$ cat src/rtl/char_pkg.sv
// Shared types and character constants for the character buffer slice.
package char_pkg;

   typedef enum logic [1:0] {CLEAR, IDLE, ACK, EXEC} state_t;

   localparam logic [7:0] SPACE = 8'h20;
   localparam logic [7:0] BKSP  = 8'h08;
   localparam logic [7:0] FF    = 8'h0C;

endpackage

$ cat src/rtl/char_buf_if.sv
// Decoder-to-buffer character handshake: read_ready/char_in offered, read acknowledges.
interface char_buf_if #(
   parameter int CHAR_W = 8
) ();

   logic              read_ready;
   logic [CHAR_W-1:0] char_in;
   logic              read;

   modport master (output read_ready, output char_in, input read);
   modport slave  (input read_ready, input char_in, output read);

endinterface

$ cat src/rtl/char_ram.sv
// Character store: one synchronous write port, one registered read port (read-before-write), no reset.
module char_ram #(
   parameter int CHAR_W = 8,
   parameter int DEPTH  = 32,
   parameter int ADDR_W = $clog2(DEPTH)
) (
   input  logic              clk,
   input  logic              we,
   input  logic [ADDR_W-1:0] waddr,
   input  logic [CHAR_W-1:0] wdata,
   input  logic [ADDR_W-1:0] raddr,
   output logic [CHAR_W-1:0] rdata
);

   logic [CHAR_W-1:0] mem [DEPTH];

   always_ff @(posedge clk) begin
      if (we) mem[waddr] <= wdata;
      rdata <= mem[raddr];
   end

endmodule

$ cat src/rtl/char_buf.sv
// Character buffer between the scan-code decoder and the text renderer, with
// backspace/clear interpretation and STOP or SCROLL handling when full.
module char_buf
   import char_pkg::*;
#(
   parameter int                CHAR_W    = 8,
   parameter int                DEPTH     = 32,
   parameter int                ADDR_W    = $clog2(DEPTH),
   parameter bit                SCROLL    = 1'b0,
   parameter logic [CHAR_W-1:0] FILL_CHAR = CHAR_W'(SPACE),
   parameter logic [CHAR_W-1:0] BKSP_CODE = CHAR_W'(BKSP),
   parameter logic [CHAR_W-1:0] CLR_CODE  = CHAR_W'(FF)
) (
   input  logic              clk,
   input  logic              rst,
   char_buf_if.slave         dec,
   input  logic              clear,
   input  logic [ADDR_W-1:0] char_addr,
   output logic [CHAR_W-1:0] char_out,
   output logic [ADDR_W:0]   count,
   output logic              full,
   output logic              busy,
   output logic              overflow
);

   state_t            state;
   logic [ADDR_W-1:0] idx;
   logic [ADDR_W-1:0] base;
   logic [CHAR_W-1:0] hold;
   logic              read_q;
   logic              fill_sel;

   logic              we;
   logic [ADDR_W-1:0] waddr;
   logic [CHAR_W-1:0] wdata;
   logic [CHAR_W-1:0] rd_data;
   logic [ADDR_W-1:0] wr_ptr;
   logic [ADDR_W-1:0] bk_ptr;

   assign full     = (count == (ADDR_W+1)'(DEPTH));
   assign dec.read = read_q;
   // When full, the low count bits wrap to 0 so wr_ptr lands on base: the scroll target.
   assign wr_ptr   = base + count[ADDR_W-1:0];
   assign bk_ptr   = wr_ptr - ADDR_W'(1);
   // fill_sel lags busy by one edge so char_out stays registered relative to busy.
   assign char_out = fill_sel ? FILL_CHAR : rd_data;

   always_comb begin
      we    = 1'b0;
      waddr = idx;
      wdata = FILL_CHAR;
      unique case (state)
         CLEAR: we = 1'b1;
         EXEC: begin
            if (hold == BKSP_CODE) begin
               if (count != '0) begin
                  we    = 1'b1;
                  waddr = bk_ptr;
               end
            end else if (hold != CLR_CODE) begin
               if (!full || SCROLL) begin
                  we    = 1'b1;
                  waddr = wr_ptr;
                  wdata = hold;
               end
            end
         end
         default: ;
      endcase
   end

   always_ff @(posedge clk or posedge rst) begin
      if (rst) begin
         state    <= CLEAR;
         idx      <= '0;
         base     <= '0;
         count    <= '0;
         read_q   <= 1'b0;
         overflow <= 1'b0;
         busy     <= 1'b1;
         hold     <= '0;
         fill_sel <= 1'b1;
      end else begin
         read_q   <= 1'b0;
         overflow <= 1'b0;
         fill_sel <= busy;
         unique case (state)
            CLEAR: begin
               idx <= idx + ADDR_W'(1);
               if (idx == ADDR_W'(DEPTH-1)) begin
                  state <= IDLE;
                  busy  <= 1'b0;
                  base  <= '0;
                  count <= '0;
               end
            end
            IDLE: begin
               if (clear) begin
                  state <= CLEAR;
                  busy  <= 1'b1;
                  idx   <= '0;
               end else if (dec.read_ready) begin
                  state  <= ACK;
                  read_q <= 1'b1;
               end
            end
            ACK: begin
               hold  <= dec.char_in;
               state <= EXEC;
            end
            EXEC: begin
               state <= IDLE;
               if (hold == CLR_CODE) begin
                  state <= CLEAR;
                  busy  <= 1'b1;
                  idx   <= '0;
               end else if (hold == BKSP_CODE) begin
                  if (count != '0) count <= count - (ADDR_W+1)'(1);
               end else if (!full) begin
                  count <= count + (ADDR_W+1)'(1);
               end else if (SCROLL) begin
                  base <= base + ADDR_W'(1);
               end else begin
                  overflow <= 1'b1;
               end
            end
            default: state <= CLEAR;
         endcase
      end
   end

   char_ram #(
      .CHAR_W (CHAR_W),
      .DEPTH  (DEPTH),
      .ADDR_W (ADDR_W)
   ) u_ram (
      .clk   (clk),
      .we    (we),
      .waddr (waddr),
      .wdata (wdata),
      .raddr (base + char_addr),
      .rdata (rd_data)
   );

endmodule

$ cat src/flat_wrapper.sv
// flat-port wrapper written by rule: the top's interface ports become plain ports
module char_buf_flat import char_pkg::*;
#(
   parameter int                CHAR_W    = 8,
   parameter int                DEPTH     = 32,
   parameter int                ADDR_W    = $clog2(DEPTH),
   parameter bit                SCROLL    = 1'b0,
   parameter logic [CHAR_W-1:0] FILL_CHAR = CHAR_W'(SPACE),
   parameter logic [CHAR_W-1:0] BKSP_CODE = CHAR_W'(BKSP),
   parameter logic [CHAR_W-1:0] CLR_CODE  = CHAR_W'(FF)
)
  (clk, rst, clear, char_addr, char_out, count, full, busy, overflow, dec_read_ready, dec_char_in, dec_read);
  char_buf_if #(.CHAR_W(CHAR_W)) dec_i ();
  input  logic clk;
  input  logic rst;
  input  logic clear;
  input  logic [ADDR_W-1:0] char_addr;
  output logic [CHAR_W-1:0] char_out;
  output logic [ADDR_W:0] count;
  output logic full;
  output logic busy;
  output logic overflow;
  input wire logic [$bits(dec_i.read_ready)-1:0] dec_read_ready;
  input wire logic [$bits(dec_i.char_in)-1:0] dec_char_in;
  output wire logic [$bits(dec_i.read)-1:0] dec_read;
  assign dec_i.read_ready = dec_read_ready;
  assign dec_i.char_in = dec_char_in;
  assign dec_read = dec_i.read;
  char_buf #(.CHAR_W(CHAR_W), .DEPTH(DEPTH), .ADDR_W(ADDR_W), .SCROLL(SCROLL), .FILL_CHAR(FILL_CHAR), .BKSP_CODE(BKSP_CODE), .CLR_CODE(CLR_CODE)) u_core (.clk(clk), .rst(rst), .dec(dec_i), .clear(clear), .char_addr(char_addr), .char_out(char_out), .count(count), .full(full), .busy(busy), .overflow(overflow));
endmodule
$ cat config.mk
export PLATFORM = sky130hd
export DESIGN_NAME = char_buf_flat
export DESIGN_NICKNAME = d
export VERILOG_FILES = /design/src/rtl/char_pkg.sv /design/src/rtl/char_buf_if.sv /design/src/rtl/char_ram.sv /design/src/rtl/char_buf.sv /design/src/flat_wrapper.sv
export SDC_FILE = /design/constraint.sdc
export NUM_CORES = 1
export LEC_CHECK = 0
export CAP_MARGIN = 5
export CORE_AREA = 2 2 141 143
export DETAILED_ROUTE_END_ITERATION = 6
export DIE_AREA = 0 0 143 145
export DONT_BUFFER_PORTS = 1
export GPL_TIMING_DRIVEN = 0
export PLACE_DENSITY = 0.78
export SLEW_MARGIN = 20
export SYNTH_ARGS = -nofsm -noshare
export SYNTH_HDL_FRONTEND = slang
export SYNTH_SLANG_ARGS = --single-unit
$ cat constraint.sdc
create_clock -name clk -period 3.5 [get_ports clk]
set_input_delay 0.525 -clock clk [delete_from_list [all_inputs] [get_ports clk]]
set_output_delay 0.525 -clock clk [all_outputs]
set_load 0.05 [all_outputs]
* Word-level counts from Yosys, hierarchy flattened
Memories as Yosys holds them, arrays and structs flattened. A register that Yosys moved wholly into a read port is not among the register bits.
Cells that the tools add are included.
** Storage, ports and cells
- Memories :: 1
- Word-level logic and storage cells :: 78
- RAM bits :: 256
- Register bits after elaboration :: 25
** Memory list
- u_core.u_ram.mem :: words 32, bits a word 8, read ports 1, clocked after memory_dff 1, wr ports 1, RTL line char_ram.sv:15 : logic [CHAR_W-1:0] mem [DEPTH];
** Cells by class
- Eq/ne operators :: 15
- Mux-type cells :: 42
- Reductions and logical operators :: 8
- $add $sub $neg :: 4
** Operators by type and width (count)
- $mux 8 :: 5
- $mux 5 :: 7
- $mux 6 :: 5
- $mux 1 :: 17
- $eq 8x4->1 const B :: 2
- $pmux 5 s3 :: 1
- $pmux 6 s2 :: 1
- $ne 8x4->1 const B :: 1
- $pmux 2 s4 :: 1
- $add 6x1->6 const B :: 1
- $eq 6x6->1 const B :: 1
- $mux 2 :: 3
- $ne 3x3->1 const B :: 2
- $reduce_bool 6->1 :: 1
- $sub 6x1->6 const B :: 1
- $add 5x1->5 const B :: 1
- $eq 5x5->1 const B :: 1
- $reduce_and 5->1 :: 1
- $sub 5x1->5 const B :: 1
- $eq 2x2->1 const B :: 2
- $ne 2x1->1 const B :: 2
- $ne 2x2->1 const B :: 2
- $reduce_and 4->1 :: 1
- $ne 3x2->1 const B :: 1
- other kinds (8) :: 8

* Longest topological paths before layout
Gate-level depths: netlist (run 1).
- Depth after elaboration :: 7
- Gate-level depth with buffers :: 10

* Cells and area by module
From an unflattened synthesis (run 1), not the netlist that was laid out.
** Unflattened totals
- Cells, all modules :: 611
- Area total of the unflattened synthesis :: 11842.6 um^2
** By module, submodules not included
- char_ram :: cells an instance 417, area an instance 10053.4 um^2, times used 1
- char_buf :: cells an instance 194, area an instance 1789.2 um^2, times used 1

* Worst setup path before layout (run 1)
No wires, ideal clock.
- Kind :: flip-flop to flip-flop
- From :: register u_core.count[0]
- To :: memory u_core.u_ram.mem[23][0], enable pin
- Setup time :: 0.383 ns
- Path slack :: 0.100 ns
- Arrival time :: 3.017 ns
- Stages on the path, launching flop included :: 10
- Clock period less this slack :: 3.400 ns
- Cells stage by stage :: dfrtp_1 > inv_1 > ha_1 > nor4b_4 > a22oi_1 > a32o_1 > a21oi_1 > a211o_4 > buf_6 > nor3_1
** On the way
- Cells in the longest elaborated chain, start to end :: 7
** Ends and longest elaborated chain
- start, declared :: RTL line char_buf.sv:20 : output logic [ADDR_W:0] count,
- start signal, assigned :: RTL line char_buf.sv:118 : if (count != '0) count <= count - (ADDR_W+1)'(1);
- start signal, assigned :: RTL line char_buf.sv:120 : count <= count + (ADDR_W+1)'(1);
- $eq 6x6->1 :: RTL line char_buf.sv:40 : assign full = (count == (ADDR_W+1)'(DEPTH));
- $mux 1 :: RTL line char_buf.sv:61 : if (!full || SCROLL) begin
- $mux 1 :: RTL line char_buf.sv:60 : end else if (hold != CLR_CODE) begin
- $mux 1 :: RTL line char_buf.sv:55 : if (hold == BKSP_CODE) begin
- $pmux 1 s2 :: RTL line char_buf.sv:52 : unique case (state)
- $mux 1 :: RTL line char_ram.sv:18 : if (we) mem[waddr] <= wdata;
- $mux 1 (not written as such) :: RTL line char_ram.sv:18
- end, declared :: RTL line char_ram.sv:15
Parallel ways exist; a longest one is shown, timed or not.

* Final worst setup path (run 1)
- From :: register u_core.count[0]
- To :: memory u_core.u_ram.mem[4][5], enable pin
Same word-level chain as after synthesis.

==> metrics.yaml, run 1 <==
cells_and_area:
  syn_to_final_growth_pct: 16.44
  nFillCells: 1077
  fin_cells: 953
  layout.nets: 696
  seq_area_um2: 8481
  post_route_cells_drive_above_1_share: 0.3576
  multi_input_area_um2: 3613
  antenna_cells_inserted: 0
run_status:
  outcome: "finished, violations left"
  violations: "negative setup slack"
sta:
  timing.fmax_mhz: 285.7
  period_share: 1.000
  max-slew-margin-rel: 0.2985
  worst_hold_slack_ns: 0.08139
  rsz0062_at_grt: "yes"
  final_hold_violation_count: 0
  report.final.slew_viol_count: 0
  finalCriticalPeriod_ns: 3.500
  finalSetupViolations: 1
  slew_at_the_pin_closest_to_its_max_slew_limit_ns: 1.052
  final.setup_skew_ns: 0.01697
  finalWorstSetupSlack_ns: -0.0001839
logic_synthesis:
  post_synth.cell_area_avg_um2: 19.43
  synthFlopType: "edfxtp_1"
  synth_seq_cells: 289
  synth-edff-count: 256
  synth.yosys.seq_area_share: 0.7104
  ys.warnings.count: 0
  postSynthNetCount: 644
  mappedNetlistArea_um2: 11930
  synth_async_reset_ratio: 0.08651
  syn_inst: 614
  yosysUniqueCellTypes: 63
setup_path:
  timing.critical_path.slowest_cell_delay_ns: 0.59
  criticalPathCategory: "register to register"
  critical_path_cell_list: "inv_1 > ha_1 > or4b_1 > o211ai_2 > o32a_1 > and3_1 > buf_2 > nand3_1 > nor2_4"
  cp_num_buf_inv: 2
  critical_path_peak_fanout: 8
  cp_data_required_time_ns: 3.71
  worst_path_max_delay_cell: "dfrtp_4"
  start_kind: "register"
  timing.critical_path.arrival_ns: 3.71
  setup.worst_path.end_class: "register"
  largest_delay_contributor_family_on_the_critical_path: "simple AND/OR/NAND/NOR gates"
cts:
  clkSinkCount: 289
  cts_hold_buf: 0
  clkTransAtPathRegs_ns: 0.07
  cts-root-buf: "clkbuf_16"
  max-clock-path-buffers: 3
  clock_tree.htree_level_count: 1
  tritoncts_clock_tree: "yes"
  clock_insertion_delay_worst_skew_ns: 0.55
  cts_made_buffers: 28
global_routing:
  grt_pass1_vias: 6322
  track_usage: 0.2542
  overflow: 0
  grt_antenna_before_repair: 1
  grt_start_max_net_pins: 33
  grt_first_pass_wirelength_mm: 38.44
routing:
  routed_wirelength_normalized_by_instance_count_um: 29.16
  drt_iter0_drc: 695
  dr_total_vias: 6343
  drt-pass1-iter-count: 5
  wl_mm: 27.79
  vias_per_std_cell: 6.656
  drc_errors: 0
  drtAntennaViolNets: 0
power_and_ir_drop:
  leakage_power_uw: 0.004653
  cellPowerDensity_nw_per_um2: 682.5
  worst_ir_drop_vdd_mv: 0.5043
  post-layout-total-power_uw: 9483
place:
  routabilityCongestion: 0.8381
  placed_cells_incl_taps: 881
  dp_hpwl_mm: 15.88
  port_buffers: 0
floorplan:
  die_area_um2: 20740
  floorplan.initialDensity: 0.6212
  die_w_um: 143
  io_pins: 35
  row_count: 51
  coreArea_um2: 19210
  fp.dieH_um: 145
run:
  cap_viol_max_count: 0
min_path:
  hold_path.class: "input port to asynchronous set/reset pin"
[worst reg2reg max path, stage by stage (launching register included)]
cell and delay (ns):
dfrtp_4 0.59, inv_1 0.14, ha_1 0.24, or4b_1 0.52, o211ai_2 0.26, o32a_1 0.23
and3_1 0.15, buf_2 0.26, nand3_1 0.39, nor2_4 0.38
[placed cells by master, fill, tap and decap left out, types with 4 or more instances in the layout]
master     instances
dfxtp_1            8
mux4_2            80
buf_12            16
o31ai_1            8
nand3_2            4
nor2_4            17
and3_2             6
nand3_1            5
nor2b_1            9
nor2_1             7
ha_1              12
edfxtp_1         256
a21o_1             4
mux2_2            17
nand2b_1           6
nand2_1           22
buf_4              7
clkinv_2           9
clkbuf_16         29
o21ai_0            8
nor3_4            16
inv_1             13
a21oi_1            5
clkbuf_1          18
dfrtp_1           21
buf_2             12
[final timing paths]
| kind | endpoint | slack (ns) | from | cells past startpoint |
|---|---|---|---|---|
| max reg2reg | u_core.u_ram.mem[4][5]$_DFFE_PP_ | -0.0002 | u_core.count[0]$_DFFE_PP0P_ | 9 |
| max in group asynchronous | u_core.count[0]$_DFFE_PP0P_ | 2.74 | rst | 1 |
| min in group clk | u_core.dec.read$_DFF_PP0_ | 0.11 | dec_read_ready | 1 |
| min | u_core.count[2]$_DFFE_PP0P_ | 0.08 | rst | 1 |
| max | u_core.u_ram.mem[4][5]$_DFFE_PP_ | -0.0002 | u_core.count[0]$_DFFE_PP0P_ | 9 |
| min reg2reg | u_core.fill_sel$_DFF_PP1_ | 0.50 | u_core.busy$_DFFE_PP1P_ | 0 |
[kinds of logic after synthesis]
| group | share of synthesized area |
|---|---|
| adder cells (fa/ha/maj) | 0.01426 |
| buffers and inverters | 0.01573 |
| multiplexers | 0.1687 |
| flip-flops | 0.7104 |
| AND/OR/NAND/NOR | 0.05212 |
| XOR/XNOR | 0.003671 |
| AO/OA/AOI/OAI | 0.03513 |
[layout make-up]
class,instances,area share
well taps,265,0.02387
clock buffers,37,0.05656
inverters,13,0.003512
flip-flops and latches,289,0.6104
clock inverters,15,0.009276
repair buffers,22,0.02630
plain buffers,30,0.009996
multi-input cells,282,0.2601
[where the power goes]
group,switching [uW],internal (uW)
Sequential,257,4190
Clock,1280,1730
Combinational,1370,658
[Yosys cell counts, types with 2 or more instances]
| master | instances | area (um^2) |
|---|---|---|
| a211oi_2 | 2 | 25.02 |
| nor3_1 | 17 | 85.08 |
| dfxtp_1 | 8 | 160.2 |
| mux2i_1 | 2 | 20.02 |
| a21o_1 | 4 | 30.03 |
| o32a_1 | 2 | 20.02 |
| nand3_1 | 9 | 45.04 |
| mux4_2 | 80 | 1802 |
| nand2b_1 | 6 | 37.54 |
| nor2_1 | 23 | 86.33 |
| dfstp_2 | 2 | 52.55 |
| o22ai_2 | 2 | 25.02 |
| clkbuf_1 | 13 | 48.80 |
| buf_1 | 3 | 11.26 |
| or2_2 | 2 | 12.51 |
| xor2_1 | 2 | 17.52 |
| dfrtp_1 | 23 | 575.6 |
| xnor2_1 | 3 | 26.28 |
| a221o_1 | 2 | 20.02 |
| o31ai_1 | 8 | 60.06 |
| nor3_2 | 2 | 20.02 |
| edfxtp_1 | 256 | 7687 |
| nor2b_1 | 9 | 56.30 |
| inv_1 | 13 | 48.80 |
| a21oi_1 | 5 | 25.02 |
| buf_2 | 12 | 60.06 |
| a31oi_1 | 3 | 18.77 |
| and3_1 | 8 | 50.05 |
| nand2_1 | 23 | 86.33 |
| ha_1 | 12 | 150.1 |
| o21ai_0 | 8 | 40.04 |
| mux2_2 | 17 | 191.4 |
| or3_1 | 3 | 18.77 |
[sequential cells by signal (all words and copies together), names as in the netlist, 5 cells and up, named ones only]
name / flops
u_core.idx: 5
u_core.hold: 8
u_core.u_ram.rdata: 8
u_core.u_ram.mem: 256
u_core.count: 6
[per-stage QoR]
stage | TNS, ns | area (um^2) | setup slack, ns | utilization
floorplan | 0 | 11930 | 0.09987 | -
global placement | -71.07 | 12260 | -0.7199 | 0.6385
detailed placement | -71.92 | 12330 | -0.6986 | 0.6418
CTS | -6.362 | 13390 | -0.1045 | 0.6971
global route | -11.57 | 13890 | -0.1666 | 0.7233
finish | -0.0001839 | 13890 | -0.0001839 | 0.7233
[what timing repair did]
item / 4_1_cts / 5_1_grt
cloned: 0 / 0
buffers inserted: 0 / 20
endpoints found under the hold margin: 0 / 0
resized for setup: 37 / 28
setup endpoints to repair: 256 / 256
pin swaps: 0 / 19
[routing by layer]
layer	GRT usage	vias to the layer above	wire [um]
met5	0	-	0
met4	0.06980	0	664
met3	0.05116	49	2218
met2	0.4184	379	14220
met1	0.3526	3288	10690
li1	-	2627	-
(Power assumes the default switching activity.)
==> run 2: changes to the inputs <==
--- a/config.mk
+++ b/config.mk
@@ -6,9 +6,9 @@
 export NUM_CORES = 1
 export LEC_CHECK = 0
 export CAP_MARGIN = 5
-export CORE_AREA = 2 2 141 143
+export CORE_AREA = 4 4 143 145
 export DETAILED_ROUTE_END_ITERATION = 6
-export DIE_AREA = 0 0 143 145
+export DIE_AREA = 0 0 147 149
 export DONT_BUFFER_PORTS = 1
 export GPL_TIMING_DRIVEN = 0
 export PLACE_DENSITY = 0.78
==> run 2 against run 1 <==
The run now ends clean. Non-clock buffer count decreased by 5. Total power increased by 3.3%. Sequential cell count unchanged. Sequential power about the same. Core utilization increased by 0.57 points. Hold slack improved by 0.0084 ns. Fmax increased by 0.12%. Clock skew decreased by 0.0010 ns. Global-route usage decreased by 1.4 points. Final cell count decreased by 0.52%. Combinational power about the same.
==> metrics.yaml, run 2 (synthesized netlist as in run 1, its figures left out) <==
cts:
  cts_hold_buf: 0  # unchanged
  cts_made_buffers: 28  # unchanged
  clock_insertion_delay_worst_skew_ns: 0.54  # about the same
  clkSinkCount: 289  # unchanged
  max-clock-path-buffers: 3  # unchanged
  tritoncts_clock_tree: "yes"
  clkTransAtPathRegs_ns: 0.06  # about the same
  clock_tree.htree_level_count: 1  # unchanged
  cts-root-buf: "clkbuf_16"
routing:
  dr_total_vias: 6295  # -0.76%
  drt-pass1-iter-count: 5  # unchanged
  routed_wirelength_normalized_by_instance_count_um: 28.24  # -3.2%
  wl_mm: 26.77  # -3.7%
  drt_iter0_drc: 779  # +12%
  drtAntennaViolNets: 0  # unchanged
  vias_per_std_cell: 6.640  # -0.23%
  drc_errors: 0  # unchanged
floorplan:
  coreArea_um2: 19210  # unchanged
  fp.dieH_um: 149  # +2.8%
  die_area_um2: 21900  # +5.6%
  row_count: 51  # unchanged
  io_pins: 35  # unchanged
  die_w_um: 147  # +2.8%
  floorplan.initialDensity: 0.6212  # unchanged
sta:
  period_share: 0.9988  # -0.001246
  finalWorstSetupSlack_ns: 0.004176  # +0.004359 ns
  finalSetupViolations: 0  # -1
  slew_at_the_pin_closest_to_its_max_slew_limit_ns: 1.022  # -0.03044 ns
  timing.fmax_mhz: 286.1  # +0.12%
  report.final.slew_viol_count: 0  # unchanged
  rsz0062_at_grt: "yes"
  final.setup_skew_ns: 0.01593  # -0.001038 ns
  final_hold_violation_count: 0  # unchanged
  max-slew-margin-rel: 0.3188  # +0.02029
  finalCriticalPeriod_ns: 3.496  # -0.004359 ns
setup_path:
  criticalPathCategory: "register to register"
  worst_r2r_startpoint: "u_core.count[0]$_DFFE_PP0P_"
  critical_path_peak_fanout: 8  # unchanged
  timing.critical_path.arrival_ns: 3.69  # -0.02 ns
  setup.worst_path.end_class: "register"
  cp_data_required_time_ns: 3.69  # -0.02 ns
  critPathLaunch: "u_core.count[0]$_DFFE_PP0P_"
  start_kind: "register"
  reg2reg_setup_slack_ns: 0.004  # about the same
power_and_ir_drop:
  post-layout-total-power_uw: 9792  # +3.3%
  worst_ir_drop_vdd_mv: 0.4795  # -4.9%
  leakage_power_uw: 0.004685  # +0.70%
  cellPowerDensity_nw_per_um2: 699.3  # +2.5%
cells_and_area:
  syn_to_final_growth_pct: 17.36
  largest_register_ffs: 256  # unchanged
  antenna_cells_inserted: 0  # unchanged
  final_cell_mix: "edfxtp_1 (256), mux4_2 (80), clkbuf_16 (34), dfrtp_1 (21), nand2_1 (20)"
  biggestRegsByFlops: "u_core.u_ram.mem: 256 flops, u_core.hold: 8 flops, u_core.u_ram.rdata: 8 flops"
  final_common_cell: "edfxtp_1"
  post_route_cells_drive_above_1_share: 0.3616  # +0.004082
  largest-register: "u_core.u_ram.mem"
  layout.nets: 691  # -0.72%
run_status:
  outcome: "completed"
place:
  pre_cts_ws_ns: -0.6367  # +0.06189 ns
  routabilityCongestion: 0.8594  # +2.5%
  dp_hpwl_mm: 16.00  # +0.78%
  port_buffers: 0  # unchanged
global_routing:
  grt_antenna_before_repair: 0  # -1
  track_usage: 0.2405  # -0.01376
  grt_start_max_net_pins: 33  # unchanged
  overflow: 0  # unchanged
  grt_first_pass_wirelength_mm: 39.45  # +2.6%
  grt_pass1_vias: 6472  # +2.4%
min_path:
  hold_path.class: "input port to asynchronous set/reset pin"
run:
  cap_viol_max_count: 0  # unchanged
[run 2: final timing paths]
| path | endpoint | cells past startpoint |
|---|---|---|
| min in group clk | u_core.dec.read$_DFF_PP0_ | 1 |
| setup / recovery | u_core.u_ram.mem[21][4]$_DFFE_PP_ | 8 |
| max in group asynchronous | u_core.count[0]$_DFFE_PP0P_ | 1 |
| setup reg to reg | u_core.u_ram.mem[21][4]$_DFFE_PP_ | 8 |
| hold / removal | u_core.count[4]$_DFFE_PP0P_ | 1 |
| hold reg to reg | u_core.fill_sel$_DFF_PP1_ | 0 |
[run 2: worst max-delay path: stages, from the launching register on]
cell	delay, ns
dfrtp_4	0.59
inv_1	0.14
ha_1	0.23
nor4b_4	0.39
a22oi_2	0.19
a32o_1	0.37
a211oi_4	0.46
nand3_1	0.39
nor2_4	0.38
[run 2: per-stage QoR]
| step | area (um^2) | utilization | hold WS [ns] | cells | setup TNS, ns |
|---|---|---|---|---|---|
| 3_3_place_gp | 12260 | 0.6385 | 0.4909 | 879 | -71.27 |
| 5_1_grt | 14000 | 0.7290 | 0.1139 | 948 | -20.61 |
| 4_1_cts | 13540 | 0.7052 | 0.1111 | 933 | -5.582 |
| 3_5_place_dp | 12320 | 0.6413 | 0.4942 | 881 | -70.98 |
| 2_1_floorplan | 11930 | - | 0.4755 | 614 | 0 |
| 6_report | 14000 | 0.7290 | 0.08977 | 948 | 0 |
[run 2: where the power goes]
group          internal (uW)  switching [uW]
combinational            640            1390
sequential              4190             252
clock                   2040            1270
[run 2: repair_timing]
action                                  4_1_cts  5_1_grt
resized for setup                            40       33
endpoints found under the setup margin      254      256
setup buffers                                 0       15
hold endpoints to repair                      0        0
pin swaps                                     0       18
[run 2: layout make-up]
cell class,instances,area (um^2)
clock buffers,41,917.1
fillers,1081,5205
repair buffers,17,306.5
clock inverters,11,137.6
flip-flops and latches,289,8481
multi-input cells,282,3641
well taps,265,331.6
inverters,13,48.80
plain buffers,30,138.9
[run 2: layer usage]
layer,wire length (um),track usage,vias to the layer above
met5,0,0,-
met4,498,0.04520,0
met2,13710,0.4176,358
li1,-,-,2619
met1,10250,0.3333,3278
met3,2318,0.03889,40
==> run 3: changes to the inputs <==
--- a/config.mk
+++ b/config.mk
@@ -6,10 +6,9 @@
 export NUM_CORES = 1
 export LEC_CHECK = 0
 export CAP_MARGIN = 5
-export CORE_AREA = 4 4 143 145
+export CORE_AREA = 4 4 145 147
 export DETAILED_ROUTE_END_ITERATION = 6
-export DIE_AREA = 0 0 147 149
-export DONT_BUFFER_PORTS = 1
+export DIE_AREA = 0 0 149 151
 export GPL_TIMING_DRIVEN = 0
 export PLACE_DENSITY = 0.78
 export SLEW_MARGIN = 20
==> run 3 against run 2 <==
Sequential cell count did not move. Register-to-register slack gained 0.10 ns. Sequential power fell by 2%. Design area increased by 0.40%. Critical endpoint is now u_core.u_ram.mem[31][2]$_DFFE_PP_. Clock-buffer cell count shrank 7. Total power fell by 2.6%. Wire length up 0.42%. Critical path depth rose by 1.
==> metrics.yaml, run 3 (synthesized netlist as in run 1, its figures left out) <==
run_status:
  outcome: "completed"
routing:
  top_layer: "met4"
  wl_met1_mm: 10.07  # -1.7%
  wl_mm: 26.88  # +0.42%
  met2_wirelength_mm: 13.96  # +1.8%
  dr_total_vias: 6311  # +0.25%
  drt-pass1-iter-count: 7  # +2
  drtAntennaViolNets: 0  # unchanged
  drt_iter0_drc: 774  # -0.64%
  wl_met3_mm: 2.229  # -3.8%
  drc_errors: 0  # unchanged
  routed_wirelength_normalized_by_instance_count_um: 27.49  # -2.7%
  vias_per_std_cell: 6.453  # -2.8%
cts:
  cts_made_buffers: 28  # unchanged
  tritoncts_clock_tree: "yes"
  max-clock-path-buffers: 3  # unchanged
  cts-root-buf: "clkbuf_16"
  clkTransAtPathRegs_ns: 0.06  # about the same
  clock_insertion_delay_worst_skew_ns: 0.54  # about the same
  clock_tree.htree_level_count: 1  # unchanged
  clkSinkCount: 289  # unchanged
  cts_hold_buf: 0  # unchanged
setup_path:
  timing.reg2reg.worst_path_depth: 9  # +1
  reg2reg_setup_slack_ns: 0.11  # +0.10 ns
  criticalPathCategory: "register to register"
  cp_data_required_time_ns: 3.75  # +0.06 ns
  largest_delay_contributor_family_on_the_critical_path: "simple AND/OR/NAND/NOR gates"
  critPathMostFrequentCell: "nand2_1"
  critical_path_peak_fanout: 9  # +1
  critical_path_cell_list: "inv_1 > ha_1 > nor4b_4 > nand2_1 > o21ai_1 > a221o_1 > nand2_1 > nor3_4 > buf_12"
  timing.critical_path.arrival_ns: 3.64  # -0.05 ns
  setup.worst_path.end_class: "register"
  timing.critical_path.slowest_cell_delay_ns: 0.52  # -0.07 ns
  start_kind: "register"
  critical_path.reg2reg.endpoint: "u_core.u_ram.mem[31][2]$_DFFE_PP_"
  worst_r2r_startpoint: "u_core.count[0]$_DFFE_PP0P_"
  worst_path_max_delay_cell: "nand2_1"
  cp_num_buf_inv: 2  # +1
cells_and_area:
  nFillCells: 1193  # +10%
  syn_to_final_growth_pct: 17.83
  antenna_cells_inserted: 0  # unchanged
  largest_register_ffs: 256  # unchanged
  multi_input_area_um2: 3585  # -1.5%
  final_common_cell: "edfxtp_1"
  largest-register: "u_core.u_ram.mem"
  final_cell_mix: "edfxtp_1 (256), mux4_2 (80), clkbuf_16 (29), clkdlybuf4s50_1 (28)"
  biggestRegsByFlops: "u_core.u_ram.mem: 256 flops, u_core.hold: 8 flops, u_core.u_ram.rdata: 8 flops"
  fin_cells: 978  # +3.2%
  layout.nets: 718  # +3.9%
  post_route_cells_drive_above_1_share: 0.3220  # -0.03961
  seq_area_um2: 8476  # about the same
global_routing:
  track_usage: 0.2312  # -0.009266
  overflow: 0  # unchanged
  grt_antenna_before_repair: 0  # unchanged
  grt_first_pass_wirelength_mm: 38.71  # -1.9%
  grt_pass1_vias: 6247  # -3.5%
  grt_start_max_net_pins: 33  # unchanged
floorplan:
  floorplan.initialDensity: 0.5993  # -0.02190
  io_pins: 35  # unchanged
  row_count: 52  # +2.0%
  coreArea_um2: 19910  # +3.7%
  fp.dieH_um: 151  # +1.3%
  die_w_um: 149  # +1.4%
  die_area_um2: 22500  # +2.7%
power_and_ir_drop:
  seq_power_share: 0.460  # +0.006
  p_sw_uw: 2824  # -3.0%
  p_clk_frac: 0.321  # -0.018
  cellPowerDensity_nw_per_um2: 678.2  # -3.0%
  leakage_power_uw: 0.004721  # +0.77%
  worst_ir_drop_vdd_mv: 0.4941  # +3.0%
  post-layout-total-power_uw: 9534  # -2.6%
  internal_power_uw: 6710  # -2.5%
  swShare: 0.2962  # -0.001248
  comb_power_share: 0.220  # +0.013
sta:
  slew_at_the_pin_closest_to_its_max_slew_limit_ns: 0.9132  # -0.1087 ns
  final.setup_skew_ns: 0.01527  # -0.0006619 ns
  max-slew-margin-rel: 0.3912  # +0.07246
  worst_hold_slack_ns: 0.3797  # +0.2899 ns
  finalSetupViolations: 0  # unchanged
  finalWorstSetupSlack_ns: 0.1067  # +0.1025 ns
  final_hold_violation_count: 0  # unchanged
  report.final.slew_viol_count: 0  # unchanged
  finalCriticalPeriod_ns: 3.393  # -0.1025 ns
  timing.fmax_mhz: 294.7  # +3.0%
  rsz0062_at_grt: "yes"
  period_share: 0.9695  # -0.02929
run:
  cap_viol_max_count: 0  # unchanged
min_path:
  hold_path.class: "input port to asynchronous set/reset pin"
place:
  placed_cells_incl_taps: 915  # +3.9%
  routabilityCongestion: 0.9162  # +6.6%
  dp_hpwl_mm: 15.98  # -0.15%
  port_buffers: 29  # +29
  pre_cts_ws_ns: -0.2567  # +0.3800 ns
-- run 3: cell types whose count changed in the layout (fill, tap and decap cells not counted), sizes merged --
| cell | before | now |
|---|---|---|
| clkdlybuf4s50 | 0 | 28 |
| buf | 34 | 33 |
| dlymetal6s2s | 0 | 1 |
| bufinv | 3 | 4 |
| clkbuf | 54 | 46 |
| clkinvlp | 1 | 0 |
| clkinv | 6 | 11 |
-- run 3: metal layers --
| metal | vias to the layer above | global-route usage |
|---|---|---|
| met5 | - | 0 |
| met4 | 0 | 0.04622 |
| met3 | 45 | 0.03710 |
| met2 | 336 | 0.3940 |
| met1 | 3259 | 0.3253 |
| li1 | 2671 | - |
-- run 3: layout make-up --
type,count,area share
flip-flops and latches,289,0.6029
multi-input cells,282,0.2550
clock buffers,34,0.05295
repair buffers,45,0.03916
well taps,270,0.02403
clock inverters,16,0.01290
plain buffers,29,0.009612
inverters,13,0.003471
-- run 3: how the worst max path moves through the flow --
stage                                           start                           endpoint  slack (ns)  depth (start not counted)
after floorplan           u_core.count[0]$_DFFE_PP0P_  u_core.u_ram.mem[23][0]$_DFFE_PP_         0.1                          9
after CTS                 u_core.count[0]$_DFFE_PP0P_  u_core.u_ram.mem[21][0]$_DFFE_PP_        -0.1                          8
after global routing      u_core.count[0]$_DFFE_PP0P_  u_core.u_ram.mem[21][0]$_DFFE_PP_       -0.07                          9
after global placement    u_core.state[0]$_DFFE_PP0P_  u_core.u_ram.mem[19][1]$_DFFE_PP_       -0.47                          8
after detailed placement  u_core.state[0]$_DFFE_PP0P_  u_core.u_ram.mem[26][0]$_DFFE_PP_       -0.26                          8
final                     u_core.count[0]$_DFFE_PP0P_  u_core.u_ram.mem[31][2]$_DFFE_PP_        0.11                          9
-- run 3: per-stage QoR --
step	utilization	TNS (ns)	instance area (um^2)
2_1_floorplan	-	0	11930
3_3_place_gp	0.6308	-20.64	12560
3_5_place_dp	0.6339	-10.22	12620
4_1_cts	0.6832	-1.513	13600
5_1_grt	0.7061	-2.332	14060
6_report	0.7061	0	14060
-- run 3: power by group through the flow --
stage / Combinational [uW] / Sequential (uW) / Clock [uW]
final: 2090 / 4380 / 3060
after global routing: 2240 / 4410 / 3230
after CTS: 1840 / 4390 / 3060
after detailed placement: 1780 / 4460 / 0
after global placement: 1690 / 4440 / 0
after floorplan: 1210 / 4430 / 0
-- run 3: timing repair --
action | CTS | global route
buffers inserted | 0 | 14
resized for setup | 14 | 43
setup endpoints to repair | 101 | 257
pin swaps | 0 | 14
